File: config.mk
export PLATFORM = sky130hd
export DESIGN_NAME = scan_chain_host_flat
export DESIGN_NICKNAME = d
export VERILOG_FILES = /design/src/rtl/scan_chain_host_if.sv /design/src/rtl/scan_chain_host.sv /design/src/flat_wrapper.sv
export SDC_FILE = /design/constraint.sdc
export NUM_CORES = 1
export LEC_CHECK = 0
export ABC_AREA = 0
export BUFFER_PORTS_ARGS = -buffer_cell sky130_fd_sc_hd__buf_2
export CAP_MARGIN = 20
export CORE_UTILIZATION = 50
export CTS_CLUSTER_DIAMETER = 40
export CTS_CLUSTER_SIZE = 24
export DETAILED_ROUTE_END_ITERATION = 8
export HOLD_SLACK_MARGIN = 0.15
export PLACE_DENSITY = 0.73
export SETUP_SLACK_MARGIN = 0.15
export SYNTH_ARGS = -nofsm -noshare
export SYNTH_HDL_FRONTEND = slang
export SYNTH_SLANG_ARGS = --single-unit
export TNS_END_PERCENT = 30
File: constraint.sdc
create_clock -name clk -period 1.8 [get_ports clk]
set_input_delay 0 -clock clk [delete_from_list [all_inputs] [get_ports clk]]
set_output_delay 0 -clock clk [all_outputs]
set_load 0.01 [all_outputs]
File: src/rtl/scan_chain_host_if.sv
// scan_chain_host_if
// Byte streams between the host bridge (UART/SPI) and scan_chain_host.
//   tx_data  [7:0] chain-image byte toward the block, MSB shifted first
//   tx_valid       tx_data valid
//   tx_ready       block accepts tx_data this cycle
//   rx_data  [7:0] readback byte, first-captured bit in MSB
//   rx_valid       rx_data valid
//   rx_ready       consumer accepts rx_data
// master = host bridge side, slave = scan_chain_host side.
interface scan_chain_host_if;
  logic [7:0] tx_data;
  logic       tx_valid;
  logic       tx_ready;
  logic [7:0] rx_data;
  logic       rx_valid;
  logic       rx_ready;

  modport master (
    output tx_data, tx_valid, rx_ready,
    input  tx_ready, rx_data, rx_valid
  );

  modport slave (
    input  tx_data, tx_valid, rx_ready,
    output tx_ready, rx_data, rx_valid
  );
endinterface

File: src/rtl/scan_chain_host.sv
// scan_chain_host
// Host-side driver for the microcontroller scan chain. Streams a chain image
// in byte by byte, shifts it out on scan_in while capturing scan_out
// (full duplex), and returns the captured bytes on a second stream.
// Optionally releases proc_en after the load and waits for halt.
//
// Ports:
//   clk          system clock
//   rst          synchronous active-low reset
//   start        one-cycle pulse in IDLE starts a transaction
//   run_after    sampled with start; enter RUN after the shift
//   bus          scan_chain_host_if.slave (tx / rx byte streams)
//   scan_enable  scan_in  scan_out   microcontroller scan chain
//   proc_en      halt                microcontroller run control
//   busy         high in any state except IDLE
//   done         one-cycle pulse on return to IDLE
//   timeout      sticky RUN timeout flag
//
// Build option: define SCAN_HALT_TIMEOUT_EN to bound RUN to TIMEOUT cycles;
// without it RUN waits for halt indefinitely and timeout is tied low.
//
// state   | meaning
// --------+---------------------------------------------------------
// IDLE    | waiting for start
// FETCH   | tx_ready high, waiting for next image byte
// SHIFT   | scan_enable high, one chain bit per cycle (n <= 8 cycles)
// DELIVER | rx_valid high, waiting for consumer to take readback byte
// RUN     | proc_en high, waiting for halt (or timeout)
module scan_chain_host #(
  parameter int CHAIN_LEN = 300,
  parameter int TIMEOUT   = 65535
) (
  input  logic             clk,
  input  logic             rst,
  input  logic             start,
  input  logic             run_after,
  scan_chain_host_if.slave bus,
  output logic             scan_enable,
  output logic             scan_in,
  input  logic             scan_out,
  output logic             proc_en,
  input  logic             halt,
  output logic             busy,
  output logic             done,
  output logic             timeout
);
  localparam int RW = $clog2(CHAIN_LEN + 1);

  if (CHAIN_LEN < 1) begin : g_chain_len_check
    $error("scan_chain_host: CHAIN_LEN must be >= 1");
  end
  if (TIMEOUT < 1) begin : g_timeout_check
    $error("scan_chain_host: TIMEOUT must be >= 1");
  end

  typedef enum logic [2:0] {S_IDLE, S_FETCH, S_SHIFT, S_DELIVER, S_RUN} state_t;
  state_t state, state_nx;

  logic [RW-1:0] remaining;
  logic [3:0]    bit_cnt;
  logic [3:0]    n_bits;
  logic [7:0]    tx_buf;
  logic [7:0]    rx_buf;
  logic          run_lat;
  logic          done_q;
  logic [31:0]   rem_ext;
  logic [3:0]    n_load;
  logic          shift_last;
  logic          run_expire;

  assign rem_ext    = 32'(remaining);
  assign n_load     = (rem_ext >= 32'd8) ? 4'd8 : rem_ext[3:0];
  assign shift_last = (bit_cnt == n_bits - 4'd1);

`ifdef SCAN_HALT_TIMEOUT_EN
  localparam int TW = $clog2(TIMEOUT + 1);
  logic [TW-1:0] run_cnt;
  logic          timeout_q;

  // A halt in the expiring cycle wins: it is a normal stop, not a timeout.
  assign run_expire = (state == S_RUN) && !halt && (run_cnt == TW'(TIMEOUT - 1));

  always_ff @(posedge clk) begin
    if (!rst) begin
      run_cnt   <= '0;
      timeout_q <= 1'b0;
    end else begin
      if (state != S_RUN) run_cnt <= '0;
      else                run_cnt <= run_cnt + TW'(1);
      if (run_expire) timeout_q <= 1'b1;
    end
  end

  assign timeout = timeout_q;
`else
  assign run_expire = 1'b0;
  assign timeout    = 1'b0;
`endif

  always_ff @(posedge clk) begin
    if (!rst) state <= S_IDLE;
    else      state <= state_nx;
  end

  always_comb begin
    state_nx = state;
    unique case (state)
      S_IDLE:    if (start) state_nx = S_FETCH;
      S_FETCH:   if (bus.tx_valid) state_nx = S_SHIFT;
      S_SHIFT:   if (shift_last) state_nx = S_DELIVER;
      S_DELIVER: if (bus.rx_ready) begin
        if (remaining != '0) state_nx = S_FETCH;
        else if (run_lat)    state_nx = S_RUN;
        else                 state_nx = S_IDLE;
      end
      S_RUN:     if (halt || run_expire) state_nx = S_IDLE;
      default:   state_nx = S_IDLE;
    endcase
  end

  always_ff @(posedge clk) begin
    if (!rst) begin
      remaining <= '0;
      bit_cnt   <= '0;
      n_bits    <= '0;
      tx_buf    <= '0;
      rx_buf    <= '0;
      run_lat   <= 1'b0;
      done_q    <= 1'b0;
    end else begin
      done_q <= (state != S_IDLE) && (state_nx == S_IDLE);
      case (state)
        S_IDLE: if (start) begin
          run_lat   <= run_after;
          remaining <= RW'(CHAIN_LEN);
        end
        S_FETCH: if (bus.tx_valid) begin
          tx_buf  <= bus.tx_data;
          rx_buf  <= '0;  // unused low bits of a partial byte read as 0
          n_bits  <= n_load;
          bit_cnt <= '0;
        end
        S_SHIFT: begin
          tx_buf                <= {tx_buf[6:0], 1'b0};
          rx_buf[~bit_cnt[2:0]] <= scan_out;  // bit k lands at position 7-k
          remaining             <= remaining - RW'(1);
          bit_cnt               <= bit_cnt + 4'd1;
        end
        default: ;
      endcase
    end
  end

  always_comb begin
    bus.tx_ready = 1'b0;
    bus.rx_valid = 1'b0;
    scan_enable  = 1'b0;
    scan_in      = 1'b0;
    proc_en      = 1'b0;
    busy         = (state != S_IDLE);
    case (state)
      S_FETCH:   bus.tx_ready = 1'b1;
      S_SHIFT: begin
        scan_enable = 1'b1;
        scan_in     = tx_buf[7];
      end
      S_DELIVER: bus.rx_valid = 1'b1;
      S_RUN:     proc_en = 1'b1;
      default: ;
    endcase
  end

  assign bus.rx_data = rx_buf;
  assign done        = done_q;
endmodule

File: src/flat_wrapper.sv
// flat-port wrapper written by rule: the top's interface ports become plain ports
module scan_chain_host_flat 
#(
  parameter int CHAIN_LEN = 300,
  parameter int TIMEOUT   = 65535
)
  (clk, rst, start, run_after, scan_enable, scan_in, scan_out, proc_en, halt, busy, done, timeout, bus_tx_data, bus_tx_valid, bus_rx_ready, bus_tx_ready, bus_rx_data, bus_rx_valid);
  scan_chain_host_if bus_i ();
  input  logic clk;
  input  logic rst;
  input  logic start;
  input  logic run_after;
  output logic scan_enable;
  output logic scan_in;
  input  logic scan_out;
  output logic proc_en;
  input  logic halt;
  output logic busy;
  output logic done;
  output logic timeout;
  input wire logic [$bits(bus_i.tx_data)-1:0] bus_tx_data;
  input wire logic [$bits(bus_i.tx_valid)-1:0] bus_tx_valid;
  input wire logic [$bits(bus_i.rx_ready)-1:0] bus_rx_ready;
  output wire logic [$bits(bus_i.tx_ready)-1:0] bus_tx_ready;
  output wire logic [$bits(bus_i.rx_data)-1:0] bus_rx_data;
  output wire logic [$bits(bus_i.rx_valid)-1:0] bus_rx_valid;
  assign bus_i.tx_data = bus_tx_data;
  assign bus_i.tx_valid = bus_tx_valid;
  assign bus_i.rx_ready = bus_rx_ready;
  assign bus_tx_ready = bus_i.tx_ready;
  assign bus_rx_data = bus_i.rx_data;
  assign bus_rx_valid = bus_i.rx_valid;
  scan_chain_host #(.CHAIN_LEN(CHAIN_LEN), .TIMEOUT(TIMEOUT)) u_core (.clk(clk), .rst(rst), .start(start), .run_after(run_after), .bus(bus_i), .scan_enable(scan_enable), .scan_in(scan_in), .scan_out(scan_out), .proc_en(proc_en), .halt(halt), .busy(busy), .done(done), .timeout(timeout));
endmodule
==> flow_summary.ini <==
[timing]
hold_viol = 0
hold_ws_ps = 165.1
worst_pin_slew_ps = 495.6
fin_setup_tns_ps = 0
fin_crit_sh_pct = 90.57
rsz0062_at_grt = yes
setup_ws_ps = 169.7
period_needed_ps = 1630
finalSetupViolCount = 0
relSlewSlack_pct = 66.84
fmax_mhz = 613.4
maxSlewViolCount = 0
skew_ps = 6.478

[route]
drcViolationCount = 0
totalWireLength_mm = 4.218
detail-route-antenna-nets = 0
drt-initial-drc-count = 118
dr.pass1.iters = 4
avgViaCountPerCell = 5.445
wire_per_inst_um = 13.14
vias = 1748

[worst_setup_path]
crit_arrival_ps = 1800
path_delay_family = simple AND/OR/NAND/NOR gates
crit_type = register to register
worst-path-buf-inv = 1
r2r_setup_slack_ps = 170
rr_startpoint = u_core.state[1]$_SDFF_PN0_
cpPeakStageDelay_ps = 450
end_kind = register
critPathRequiredTime_ps = 1970
start_kind = register
cp_slowest_cell = or3b_4
reg2reg_depth = 5
crit_chain = or3b_4, inv_8, nand3_2, o311ai_0, a21oi_2
crit_fanout = 7
r2r_end = u_core.remaining[6]$_SDFFE_PN0P_

[die]
start_util_pct = 54.26
die_w_um = 63.35
core_area_mm2 = 0.003468
num_io_pins = 32
die_y_um = 63.35
die_area_mm2 = 0.004013
num_rows = 21

[clocking]
clock_sinks = 38
cts_buffer_depth = 2
cts_tree = done
clock_latency_ps = 290
clkSlewWorstSetupHoldPaths_ps = 70
cts_buffers = 5
cts_root_buf = clkbuf_8
htreeDepth = 2

[synthesis]
synth_common_cells = dfxtp_1, nor2_1, a21oi_1
synthTopCellsByArea = dfxtp_1, nor2_1, a21oi_1
synthCells = 223
yosysTopAreaCell = dfxtp_1
yosysTopAreaCellShare_pct = 40.43
synth-edff-count = 0
yosysSeqAreaShare_pct = 40.43
yosys_warnings = 0
synth.avg_cell_area_um2 = 8.439
ys.flop_type = dfxtp_1
async_flop_share_pct = 0
synth_most_common_cell = dfxtp_1
synth_area_mm2 = 0.001882
ys_ff_latch = 38
synth_nets = 243
synth_cell_types = 55

[global_route]
grt_pass1_wl_mm = 7.100
antenna_found_initial = 0
first_global_vias = 1597
grt_max_degree = 15
global_route.usage.total_pct = 22.36
gr-total-overflow = 0

[worst_hold_path]
whs_endpoint = u_core.state[2]$_SDFF_PN0_
holdPathStages = 4
min_from = halt
hold_path_class = input port to register

[place]
numPortBuffers = 30
place_ws_ps = 72.45
hpwl_mm = 2.858
dp.cells = 297
place_congestion = 0.7698

[finish]
utilization_pct = 69.26
antenna_cells = 0
syn_to_final_growth_pct = 27.66
num-fill-cells = 292
drive_gt1_share_pct = 25.82
finalNonFillerCells = 321
final_nets = 294

[power]
powerDensity_mw_per_mm2 = 810.1
power.leakage_nw = 0.9809
ir_drop_uv = 503.4

[run_status]
outcome = completed

[run]
maxCapViolCount = 0
-- registers in the layout (all words and copies together), names as in the netlist --
name and count:
u_core.state 3, u_core.bus.rx_data 8, u_core.bit_cnt 4, u_core.tx_buf 8, u_core.n_bits 4, u_core.run_lat 1, u_core.done 1, u_core.remaining 9
-- cells in the final DEF (no fill, tap or decap), types with 7 or more instances in the layout --
master,instances
a21oi_1,15
buf_2,30
buf_4,19
clkbuf_8,8
dfxtp_1,37
dlygate4sd3_1,12
inv_1,8
nand2_1,12
nand3_1,7
nand4_1,7
nor2_1,33
o221ai_1,8
-- per-layer routing --
metal | up-vias | wire, µm | part of all wire, % | GRT usage, %
met5 | - | 0 | 0 | 0
met4 | 0 | 107 | 2.5 | 12.78
met3 | 10 | 160 | 3.8 | 3.804
met2 | 41 | 1965 | 47 | 34.57
met1 | 805 | 1985 | 47 | 29.12
li1 | 892 | - | - | -
-- cell families after synthesis --
group,after synthesis,synth area share [%]
simple gates,92,26.20
compound gates,49,18.09
flops,38,40.43
buf+inv,27,6.516
xor+xnor,8,3.724
fa+ha+maj,4,2.660
mux,4,2.194
other cells,1,0.1993
-- worst register-to-register path: cells and delay by family, from the launching register on --
family | cells | cell delay (ps)
AO/OA/AOI/OAI | 2 | 530
buffers and inverters | 1 | 100
flip-flops | 1 | 340
AND/OR/NAND/NOR | 2 | 540
-- worst max path at each step --
stage | to | depth (start not counted) | start | slack (ps)
after floorplan | u_core.bit_cnt[3]$_SDFFE_PN0P_ | 5 | u_core.state[0]$_SDFF_PN0_ | 210
after global placement | u_core.remaining[6]$_SDFFE_PN0P_ | 5 | u_core.state[1]$_SDFF_PN0_ | 120
after detailed placement | u_core.remaining[6]$_SDFFE_PN0P_ | 5 | u_core.state[1]$_SDFF_PN0_ | 70
after CTS | u_core.remaining[6]$_SDFFE_PN0P_ | 5 | u_core.state[1]$_SDFF_PN0_ | 150
after global routing | u_core.remaining[6]$_SDFFE_PN0P_ | 5 | u_core.state[1]$_SDFF_PN0_ | 80
final | u_core.remaining[6]$_SDFFE_PN0P_ | 5 | u_core.state[1]$_SDFF_PN0_ | 170
-- metrics by stage --
| step | power, mW | area [µm²] |
|---|---|---|
| 2_1_floorplan | 1.139 | 1882 |
| 3_3_place_gp | 1.236 | 2122 |
| 3_5_place_dp | 1.241 | 2122 |
| 4_1_cts | 1.938 | 2355 |
| 5_1_grt | 2.044 | 2402 |
| 6_report | 1.946 | 2402 |
-- final cells by class --
cell class	count	area (µm²)	share of cell area, %
Inverter	10	45.04	1.875
Tap cell	46	57.56	2.396
Multi-Input combinational cell	158	1015	42.24
Timing Repair Buffer	61	412.9	17.19
Clock buffer	8	110.1	4.583
Sequential cell	38	762.0	31.72
-- what timing repair did --
action,4_1_cts,5_1_grt
endpoints found under the hold margin,21,0
setup buffers,0,4
pin swaps,0,0
hold buffers,12,0
setup endpoints to repair,7,12
resized for setup,1,7
-- where the power goes --
part	internal (mW)	switching [mW]	leakage (nW)
combinational	0.160	0.182	0.614
sequential	0.888	0.0328	0.310
clock	0.387	0.296	0.0575
total	1.43	0.511	0.981
Power figures use the tool's default switching activity.
